--- config.mk ---
export PLATFORM = sky130hd
export DESIGN_NAME = mul_share_arbiter_flat
export DESIGN_NICKNAME = d
export VERILOG_FILES = /design/src/rtl/mul_share_arbiter_if.sv /design/src/rtl/mul_share_arbiter.sv /design/src/flat_wrapper.sv
export SDC_FILE = /design/constraint.sdc
export NUM_CORES = 1
export LEC_CHECK = 0
export BUFFER_PORTS_ARGS = -buffer_cell sky130_fd_sc_hd__buf_2
export CORE_UTILIZATION = 34
export CTS_CLUSTER_SIZE = 20
export DETAILED_ROUTE_END_ITERATION = 16
export PLACE_DENSITY_LB_ADDON = 0.3
export SLEW_MARGIN = 40
export SYNTH_ARGS = -nofsm -noshare
export SYNTH_HDL_FRONTEND = slang
export SYNTH_SLANG_ARGS = --single-unit
--- constraint.sdc ---
create_clock -name clk -period 2.4 [get_ports clk]
set_input_delay 0.36 -clock clk [delete_from_list [all_inputs] [get_ports clk]]
set_output_delay 0.36 -clock clk [all_outputs]
set_load 0.03 [all_outputs]
--- src/rtl/mul_share_arbiter_if.sv ---
// Requester and result bus of the shared multiplier arbiter.
//   req_valid/req_a/req_b : packed per-requester operands, slot i at [i*DIN_W +: DIN_W]
//   req_ready             : one-hot accept back to the requesters
//   res_valid/res_data/res_id/res_ready : tagged product stream with backpressure
// modport slave is the arbiter side, modport master is the requester/consumer side.
interface mul_share_arbiter_if #(
  parameter int unsigned NUM_REQ = 4,
  parameter int unsigned ID_W    = 2,
  parameter int unsigned DIN_W   = 10,
  parameter int unsigned DOUT_W  = 20
);
  logic [NUM_REQ-1:0]       req_valid;
  logic [NUM_REQ*DIN_W-1:0] req_a;
  logic [NUM_REQ*DIN_W-1:0] req_b;
  logic [NUM_REQ-1:0]       req_ready;
  logic                     res_valid;
  logic [DOUT_W-1:0]        res_data;
  logic [ID_W-1:0]          res_id;
  logic                     res_ready;

  modport slave (
    input  req_valid, req_a, req_b, res_ready,
    output req_ready, res_valid, res_data, res_id
  );

  modport master (
    output req_valid, req_a, req_b, res_ready,
    input  req_ready, res_valid, res_data, res_id
  );
endinterface

--- src/rtl/mul_share_arbiter.sv ---
// Round-robin sharing of one pipelined unsigned multiplier among NUM_REQ requesters.
// Ports:
//   clk, reset         : clock, asynchronous active-high reset
//   bus (slave)        : requester operands/accept and tagged result stream
//   mul_ce             : multiplier clock enable (low only while the result is stalled)
//   mul_din0, mul_din1 : operands of the granted requester, zero on a bubble
//   mul_dout           : multiplier product, forwarded unmodified as res_data
//   busy               : at least one product in flight or waiting at the output
module mul_share_arbiter #(
  parameter int unsigned NUM_REQ = 4,
  parameter int unsigned ID_W    = 2,
  parameter int unsigned DIN_W   = 10,
  parameter int unsigned DOUT_W  = 20,
  parameter int unsigned MUL_LAT = 3
) (
  input  logic               clk,
  input  logic               reset,
  mul_share_arbiter_if.slave bus,
  output logic               mul_ce,
  output logic [DIN_W-1:0]   mul_din0,
  output logic [DIN_W-1:0]   mul_din1,
  input  logic [DOUT_W-1:0]  mul_dout,
  output logic               busy
);

  logic [ID_W-1:0]    rr_ptr;
  logic [MUL_LAT-1:0] tag_valid;
  logic [ID_W-1:0]    tag_id [MUL_LAT];

  logic               stall;
  logic               grant_found;
  logic               transfer;
  logic [ID_W-1:0]    grant_id;
  logic [ID_W-1:0]    cand;
  logic [DIN_W-1:0]   slot_a [NUM_REQ];
  logic [DIN_W-1:0]   slot_b [NUM_REQ];

  // Unpack the operand buses into per-requester slots.
  always_comb begin : unpack_slots
    for (int unsigned i = 0; i < NUM_REQ; i++) begin
      slot_a[i] = bus.req_a[i*DIN_W +: DIN_W];
      slot_b[i] = bus.req_b[i*DIN_W +: DIN_W];
    end
  end

  // Round-robin search starting at rr_ptr; first valid requester wins.
  always_comb begin : arbitrate
    grant_found = 1'b0;
    grant_id    = '0;
    cand        = '0;
    for (int unsigned k = 0; k < NUM_REQ; k++) begin
      cand = ID_W'((32'(rr_ptr) + k) % NUM_REQ);
      if (!grant_found && bus.req_valid[cand]) begin
        grant_found = 1'b1;
        grant_id    = cand;
      end
    end
  end

  // A held result freezes the multiplier and the tag pipeline together.
  assign stall    = bus.res_valid & ~bus.res_ready;
  assign mul_ce   = ~stall;
  // Reset gating keeps req_ready low while reset is held, even with requests pending.
  assign transfer = grant_found & ~stall & ~reset;

  // Accept strobe and operand steering for the granted requester.
  always_comb begin : drive_grant
    bus.req_ready = '0;
    mul_din0      = '0;
    mul_din1      = '0;
    if (transfer) begin
      bus.req_ready[grant_id] = 1'b1;
      mul_din0                = slot_a[grant_id];
      mul_din1                = slot_b[grant_id];
    end
  end

  // Tag pipeline mirrors the multiplier latency; the pointer moves past each grant.
  always_ff @(posedge clk or posedge reset) begin
    if (reset) begin
      tag_valid <= '0;
      rr_ptr    <= '0;
      for (int unsigned k = 0; k < MUL_LAT; k++) begin
        tag_id[k] <= '0;
      end
    end else begin
      if (mul_ce) begin
        tag_valid[0] <= transfer;
        tag_id[0]    <= grant_id;
        for (int unsigned k = 1; k < MUL_LAT; k++) begin
          tag_valid[k] <= tag_valid[k-1];
          tag_id[k]    <= tag_id[k-1];
        end
      end
      if (transfer) begin
        rr_ptr <= (grant_id == ID_W'(NUM_REQ - 1)) ? '0 : grant_id + ID_W'(1);
      end
    end
  end

  // The multiplier has no reset; its stale contents are masked by the cleared valids.
  assign bus.res_valid = tag_valid[MUL_LAT-1];
  assign bus.res_id    = tag_id[MUL_LAT-1];
  assign bus.res_data  = mul_dout;
  assign busy          = |tag_valid;

endmodule

--- src/flat_wrapper.sv ---
// flat-port wrapper written by rule: the top's interface ports become plain ports
module mul_share_arbiter_flat 
#(
  parameter int unsigned NUM_REQ = 4,
  parameter int unsigned ID_W    = 2,
  parameter int unsigned DIN_W   = 10,
  parameter int unsigned DOUT_W  = 20,
  parameter int unsigned MUL_LAT = 3
)
  (clk, reset, mul_ce, mul_din0, mul_din1, mul_dout, busy, bus_req_valid, bus_req_a, bus_req_b, bus_res_ready, bus_req_ready, bus_res_valid, bus_res_data, bus_res_id);
  mul_share_arbiter_if #(.NUM_REQ(NUM_REQ), .ID_W(ID_W), .DIN_W(DIN_W), .DOUT_W(DOUT_W)) bus_i ();
  input  logic clk;
  input  logic reset;
  output logic mul_ce;
  output logic [DIN_W-1:0] mul_din0;
  output logic [DIN_W-1:0] mul_din1;
  input  logic [DOUT_W-1:0] mul_dout;
  output logic busy;
  input wire logic [$bits(bus_i.req_valid)-1:0] bus_req_valid;
  input wire logic [$bits(bus_i.req_a)-1:0] bus_req_a;
  input wire logic [$bits(bus_i.req_b)-1:0] bus_req_b;
  input wire logic [$bits(bus_i.res_ready)-1:0] bus_res_ready;
  output wire logic [$bits(bus_i.req_ready)-1:0] bus_req_ready;
  output wire logic [$bits(bus_i.res_valid)-1:0] bus_res_valid;
  output wire logic [$bits(bus_i.res_data)-1:0] bus_res_data;
  output wire logic [$bits(bus_i.res_id)-1:0] bus_res_id;
  assign bus_i.req_valid = bus_req_valid;
  assign bus_i.req_a = bus_req_a;
  assign bus_i.req_b = bus_req_b;
  assign bus_i.res_ready = bus_res_ready;
  assign bus_req_ready = bus_i.req_ready;
  assign bus_res_valid = bus_i.res_valid;
  assign bus_res_data = bus_i.res_data;
  assign bus_res_id = bus_i.res_id;
  mul_share_arbiter #(.NUM_REQ(NUM_REQ), .ID_W(ID_W), .DIN_W(DIN_W), .DOUT_W(DOUT_W), .MUL_LAT(MUL_LAT)) u_core (.clk(clk), .reset(reset), .bus(bus_i), .mul_ce(mul_ce), .mul_din0(mul_din0), .mul_din1(mul_din1), .mul_dout(mul_dout), .busy(busy));
endmodule
# --- Word level (Yosys, flattened, before mapping) ---
# Cells that the tools add are included.
# W data, S select, Z words.
totals:
  inputBits: 107
  reg_bits: 11
  out_inout_bits: 49
  word_cells: 60
op_classes:
  eq_ne: 1
  n_addsub: 4
  magnitude_cmp: 7
  n_mux: 28
  n_reduce_logical: 8
  bitwise_logic: 7
op_table:
  columns: ["op", "count"]
  rows:
  - ["$mux W10", 6]
  - ["$bmux W10 S2", 2]
  - ["$lt A2 B3 Y1 const B", 5]
  - ["$mux W2", 5]
  - ["$mux W1", 9]
  - ["$bmux W1 S2", 4]
  - ["$add A2 B1 Y2 const B", 2]
  - ["$add A2 B2 Y2 const B", 2]
  - ["$logic_and A1 B1 Y1", 4]
  - ["$mux W4", 1]
  - ["$and A1 B1 Y1", 3]
  - ["$ge A3 B3 Y1 const B", 1]
  - ["$logic_not A1 Y1", 3]
  - ["$not A1 Y1", 3]
  - ["$not A2 Y3", 1]
  - ["$reduce_or A3 Y1", 1]
  - ["$demux W1 S2", 1]
  - ["$eq A2 B2 Y1 const B", 1]
  - ["$ge A2 B1 Y1 const B", 1]

# --- Longest topological paths before layout ---
# Gate-level depths: netlist of the first run.
logic_depth:
  depth_word: 17
  depth_mapped: 8
  ltp_nobuf: 6

# --- Worst setup path after synthesis of the first run ---
# OpenSTA, ideal clock, no wires.
synth_timing:
  path_kind: "register to output"
  from: "register u_core.tag_valid[2]"
  to: "output port mul_din1[8]"
  path_slack_ns: 0.105
  arrival_ns: 1.935
  stages_incl_launch_ff: 6
  n_path_buf: 1
  t_required_ns: 2.040
  cell_sequence: "dfrtp_1 nor2b_1 a311oi_2 nand2_1 clkbuf_1 o22ai_1"
synth_via:
  elab_chain_len: 5
synth_lines:
  columns: ["item", "line_no", "text"]
  rows:
  - ["start: declaration", "mul_share_arbiter.sv:27", "logic [MUL_LAT-1:0] tag_valid;"]
  - ["start signal: indexed assignment", "mul_share_arbiter.sv:91", "tag_valid[k] <= tag_valid[k-1];"]
  - ["$and A1 B1 Y1", "mul_share_arbiter.sv:61", "assign stall = bus.res_valid & ~bus.res_ready;"]
  - ["$not A1 Y1", "mul_share_arbiter.sv:64", "assign transfer = grant_found & ~stall & ~reset;"]
  - ["$and A1 B1 Y1 (2 in series)", "mul_share_arbiter.sv:64", null]
  - ["$mux W10", "mul_share_arbiter.sv:71", "if (transfer) begin"]
  - ["end: declaration", "flat_wrapper.sv:16", "output logic [DIN_W-1:0] mul_din1;"]
# No other way between the ends.

# --- Worst setup path in the final report of the first run ---
layout_timing:
  from: "register u_core.rr_ptr[0]"
  to: "output port mul_din1[8]"
layout_via:
  elab_chain_len: 17
  elab_cells_between_ends: 32
  cone_classes: "3 x add/sub; 20 x mux; 3 x bitwise; 6 x reduce/logical"
layout_lines:
  columns: ["item", "line_no", "text"]
  rows:
  - ["start: declaration", "mul_share_arbiter.sv:26", "logic [ID_W-1:0] rr_ptr;"]
  - ["start signal: assignment", "mul_share_arbiter.sv:96", "rr_ptr <= (grant_id == ID_W'(NUM_REQ - 1)) ? '0 : grant_id + ID_W'(1);"]
  - ["branches (longest 16 deep; another with $add A2 B1 Y2)", null, null]
  - ["$mux W10 *", "mul_share_arbiter.sv:71", null]
# Every way passes the cells marked *. The select of a mux whose other input is x is not followed.

==> results of run 1 <==
## kinds of logic after synthesis
family	Yosys count	share of synthesized area
AND/OR/NAND/NOR	30	0.109
adder cells (fa/ha/maj)	4	0.0374
flip-flops	11	0.206
AO/OA/AOI/OAI	31	0.154
multiplexers	41	0.308
buffers and inverters	38	0.186
## area by class of cell
type | instances | area (um2)
Clock buffer | 3 | 41.3
Sequential cell | 11 | 275
Clock inverter | 1 | 5.00
Inverter | 6 | 22.5
Fill cell | 375 | 1700
Tap cell | 48 | 60.1
Multi-Input combinational cell | 108 | 898
Timing Repair Buffer | 123 | 711
## cell usage after synthesis (all sizes together)
cell    count  area, um2
a21oi       2       10.0
ha          4       50.1
or3         2       17.5
nand2b      3       18.8
clkbuf      3       11.3
mux2        1       11.3
dfrtp      11        275
o21a        1       7.51
buf        29        215
o21ai       2       10.0
a311oi      1       15.0
a211o       1       8.76
mux2i      40        400
and2        4       25.0
a21o        2       15.0
nand2      18       67.6
o22a        1       8.76
inv         6       22.5
o22ai      21        131
nor2b       2       12.5
nor2        1       3.75
## power by group through the flow
stage	clock, uW	sequential (uW)	combinational [uW]
6_report	182	322	1250
5_1_grt	195	333	1350
4_1_cts	191	323	1150
3_5_place_dp	0	325	1130
3_3_place_gp	0	319	1130
2_1_floorplan	0	323	889
## through the flow
step	utilization	hold slack, ns	TNS, ns
floorplan	-	0.212	0
detailed placement	0.491	0.400	0
finish	0.542	0.165	0
global route	0.542	0.201	-0.168
global placement	0.491	0.402	0
CTS	0.509	0.143	0
## timing repair
action | CTS | global route
pin swaps | 0 | 3
hold buffers | 0 | 0
endpoints found under the setup margin | 3 | 22
gates cloned | 0 | 2
setup buffers | 0 | 1
gates resized for setup | 5 | 32
## state kept, by name (all words and copies together) (netlist names)
| signal | cells |
|---|---|
| u_core.tag_valid | 3 |
| u_core.bus.res_id | 2 |
| u_core.rr_ptr | 2 |
| u_core.tag_id | 4 |
## final timing paths
check / startpoint / endpoint / cells after the start
max: u_core.rr_ptr[0] / mul_din1[8] / 6
min reg2reg: u_core.bus.res_id[1] / u_core.bus.res_id[1] / 2
max reg2reg: u_core.rr_ptr[0] / u_core.rr_ptr[1] / 7
min in group clk: u_core.bus.res_id[1] / u_core.bus.res_id[1] / 2
min: reset / u_core.bus.res_id[0] / 2
max in group asynchronous: reset / u_core.tag_valid[0] / 2
## metal layers
metal / global-route usage / share of wire
met1: 0.197 / 0.38
met5: 0 / 0
met4: 0.122 / 0.036
met2: 0.354 / 0.53
met3: 0.0317 / 0.050
==> summary.txt, run 1 <==
Timing
  • Slew HR: 0.706
  • Measured slew at the worst slew-check pin: approximately 0.44 ns
  • Fin. max-slew vios: 0
  • Final hold vios: 0
  • Period utilization: 0.973
  • Clk_skew: 0.00245 ns
  • Unrepaired setup endpoints after global routing: true
  • Crit path time final: between 2 and 2.5 ns
  • Fin worst setup slack: 0.0659 ns
  • Setup Viol. Count Final: 0
  • FMAX: roughly 430 MHz

Flow run
  • Max-Cap Viols: 0

Die
  • Die width: around 65 um
  • Rows: 22
  • I/O pin total: around 160
  • Die Ht: 64.7 um
  • Starting density of the core: 0.360
  • Die ar.: roughly 4200 um2
  • Core Area: 3720 um2

Setup path
  • CP Class: reg2out
  • Reg2Reg Setup Slack: 0.58 ns
  • CP Launch Type: flip-flop
  • CP Cell Sequence: nand2b_4 -> a21oi_1 -> a211o_1 -> or3_4 -> o22ai_2 -> buf_6
  • Max stage delay on crit path: between 0.4 and 0.5 ns
  • Worst EP arrival: roughly 2.0 ns
  • Worst Path Max Fanout: 6
  • Slowest-stage cell, CP: or3_4
  • Crit path max-delay family: simple AND/OR/NAND/NOR gates
  • Crit. End Element: output port
  • Critical Path RT: ~2.0 ns
  • CP Buf/Inv Count: 1

GRT
  • Initial antenna violation count: 0
  • First-pass GRT wire length: 6070 um
  • Largest net degree at the start of global routing: 22
  • Gr usage total: 0.192
  • Total gr overflow: 0
  • Vias in the first global route: around 1,400

Place
  • Number of buffers added on ports: around 120
  • Placed insts: just under 300
  • Post-DP Area: ~1800 um2
  • Final Wtd Congestion: roughly 0.75
  • HPWL Detailed: around 3500 um
  • Placement Setup Slack: slightly above 0.1 ns

Power and ir drop
  • Final Total Pwr: roughly 1800 uW
  • Sw frac: 0.472
  • Seq pwr share: 0.183
  • Psw: approximately 830 uW
  • Clock network power share: 0.104
  • Internal power: just over 900 uW
  • Static leakage: ~0.0011 uW
  • Comb pwr share: 0.713
  • Worst vdd ir: around 0.30 mV
  • PD cells: 874 nW/um2

Finish
  • Final instance area: 2010 um2
  • Area grow syn2layout: 50.5%
  • Final #Nets: between 300 and 400
  • Antenna diodes: 0
  • Final Non-Filler Cells: 300
  • Most frequent cells in the layout: buf_2, mux2i_1, nand2_1
  • Commonest non-fill, non-tap cell in the layout: buf_2
  • Share of layout cells above drive strength 1: 0.563

Clock network
  • Skew-Pair Late Insertion Delay: about 0.24 ns
  • CTS tree: done
  • Num CTS Buffers: 3
  • Clock buffer depth: 2
  • Clk root buf: clkbuf_8
  • CTS H-Tree Depth: 1
  • Clock sinks: 11
  • Clock transition at path regs: roughly 0.05 ns

Routing
  • DRT Pass-1 Iters: 4
  • Total Wirelength: 4480 um
  • WL per Instance: roughly 15 um
  • Remaining antenna violation count: 0
  • Starting DRT DRC Count: 35
  • Post-route DRC: 0
  • Vias post-DR: 1,477
  • Vias per std cell: slightly below 5

Synth
  • Unique masters post-synth: 25
  • Cells after Synth: approximately 160
  • Yosys synthesis warning count: 0
  • Synth Register Bits: 11
  • Seq/Total Area, Yosys: 0.206
  • Syn Nets: roughly 270
  • Syn Std Cell Area: approximately 1300 um2
  • Mean Syn Cell Area: approximately 8.6 um2

Hold path
  • Worst min-delay path category: in2async

Outcome
  • Outcome: finished, final reports clean
Note: power is estimated with default switching activity, not from simulation.
==> run 2, diff against run 1 <==
--- a/config.mk
+++ b/config.mk
@@ -7,9 +7,10 @@
 export LEC_CHECK = 0
 export BUFFER_PORTS_ARGS = -buffer_cell sky130_fd_sc_hd__buf_2
 export CORE_UTILIZATION = 34
+export CTS_CLUSTER_DIAMETER = 200
 export CTS_CLUSTER_SIZE = 20
 export DETAILED_ROUTE_END_ITERATION = 16
-export PLACE_DENSITY_LB_ADDON = 0.3
+export PLACE_DENSITY = 0.82
 export SLEW_MARGIN = 40
 export SYNTH_ARGS = -nofsm -noshare
 export SYNTH_HDL_FRONTEND = slang
==> run 2 against run 1 <==
Clock power increased by 2%. Clock skew fell by 0.00094 ns. Maximum frequency shrank 0.83%. Non-clock buffer count grew 1. Clock-buffer cell count grew 1. Total power shrank 3.1%. Largest cell class unchanged. Largest power group unchanged.
==> summary.txt, run 2 (same netlist as run 1, synthesis figures left out) <==
Outcome
  • Outcome: finished, final reports clean

Routing
  • DR top layer: met4
  • DRT Pass-1 Iters: 4
  • Post-route DRC: 0
  • WL per Instance: around 13 um
  • Remaining antenna violation count: 0
  • Total Wirelength: slightly below 4000 um
  • Met3 Wirelength: between 200 and 300 um
  • Met1 WL: approximately 1700 um
  • Vias per std cell: roughly 4.9
  • Starting DRT DRC Count: roughly 110
  • DR WL met2: approximately 2000 um
  • Vias post-DR: between 1,000 and 1,500

Place
  • Final Wtd Congestion: about 0.74
  • Number of buffers added on ports: 115
  • Placement Setup Slack: ~0.16 ns
  • HPWL Detailed: 3070 um

Finish
  • Most frequent cells in the layout: buf_2, mux2i_1, o22ai_1
  • Final #Nets: approximately 370
  • Biggest regs: u_core.tag_id x4, u_core.tag_valid x3
  • Max FFs per register: 4
  • # fillers: around 360
  • Most flops, register: u_core.tag_id
  • Commonest non-fill, non-tap cell in the layout: buf_2
  • Antenna diodes: 0
  • Area grow syn2layout: 44.9%
  • Share of layout cells above drive strength 1: 0.526

GRT
  • Total gr overflow: 0
  • Initial antenna violation count: 0
  • Vias in the first global route: 1,268
  • Gr usage total: 0.171
  • First-pass GRT wire length: approximately 5600 um
  • Largest net degree at the start of global routing: 25

Timing
  • Period utilization: 0.981
  • Sum of negative setup slack: 0 ns
  • FMAX: around 420 MHz
  • Final hold vios: 0
  • Fin worst setup slack: 0.0464 ns
  • Fin. max-slew vios: 0
  • Slew HR: 0.689
  • Crit path time final: between 2 and 2.5 ns
  • Clk_skew: 0.00151 ns
  • Unrepaired setup endpoints after global routing: false
  • Measured slew at the worst slew-check pin: 0.465 ns
  • Setup Viol. Count Final: 0

Setup path
  • Critical Path RT: between 2 and 2.5 ns
  • CP Class: reg2out
  • CP Launch Type: flip-flop
  • Crit. End Element: output port
  • Worst EP arrival: 1.99 ns
  • Worst Path Max Fanout: 6

Clock network
  • CTS H-Tree Depth: 1
  • Num CTS Buffers: 3
  • Clock sinks: 11
  • Clk root buf: clkbuf_8
  • Clock transition at path regs: roughly 0.050 ns
  • CTS tree: done
  • Skew-Pair Late Insertion Delay: around 0.24 ns
  • Hold-fix buffers, CTS: 0
  • Clock buffer depth: 2

Die
  • Starting density of the core: 0.360
  • Die width: ~65 um
  • Die Ht: ~65 um
  • Die ar.: 4190 um2
  • Rows: 22
  • Core Area: 3720 um2
  • I/O pin total: 156

Hold path
  • Worst min-delay path category: in2async

Flow run
  • Max-Cap Viols: 0

Power and ir drop
  • Static leakage: roughly 0.0011 uW
  • Worst vdd ir: around 0.46 mV
  • PD cells: 879 nW/um2
## run 2: cell types whose count changed in the layout (fill, tap and decap cells not counted), sizes merged
cell    previous run  this run
clkbuf             3         5
clkinv             1         0
## run 2: final timing paths
kind | startpoint | to | slack [ns] | cells past startpoint
worst max-delay path | u_core.rr_ptr[0] | mul_din1[6] | 0.05 | 6
max in group asynchronous | reset | u_core.tag_id[4] | 1.95 | 2
worst min register to register | u_core.bus.res_id[1] | u_core.bus.res_id[1] | 0.46 | 2
min in group clk | u_core.bus.res_id[1] | u_core.bus.res_id[1] | 0.46 | 2
worst max register to register | u_core.rr_ptr[0] | u_core.rr_ptr[1] | 0.56 | 7
worst min-delay path | reset | u_core.tag_id[2] | 0.16 | 2
## run 2: stage by stage
stage          total power (uW)  cells  instance area, um2   util  hold WS, ns
6_report                   1700    301                1940  0.522        0.164
5_1_grt                    1830    301                1940  0.522        0.211
4_1_cts                    1640    297                1870  0.503        0.148
3_5_place_dp               1450    293                1830  0.491        0.403
3_3_place_gp               1430    293                1830  0.491        0.394
2_1_floorplan              1210    155                1340      -        0.212
## run 2: repair_timing
item,in CTS,in global routing
gates resized for setup,0,26
buffers inserted,0,2
endpoints found under the setup margin,0,15
## run 2: power breakdown
part	leakage, uW	total [uW]	internal, uW	switching [uW]
logic	0.000962	1200	513	685
clock network	0.0000228	186	117	69.4
registers	0.000132	320	267	52.6
## run 2: critical path, cell delays in order, from the launching register on
cell and delay (ns):
dfrtp_1 0.38, nand2b_1 0.14, a21oi_1 0.07, a211o_1 0.29
or3_4 0.45, o22ai_1 0.22, buf_4 0.20
## run 2: routing by layer
layer	GRT usage	vias up
met3	0.0352	4
met5	0	-
li1	-	731
met4	0.0611	0
met1	0.208	668
met2	0.296	86
## run 2: cell type report
type                       instances  area (um2)  area share
multi-input combinational        108         837       0.432
timing repair buffer             124         698       0.360
sequential                        11         275       0.142
tap                               48        60.1      0.0310
clock buffer                       4        45.0      0.0232
inverter                           6        22.5      0.0116
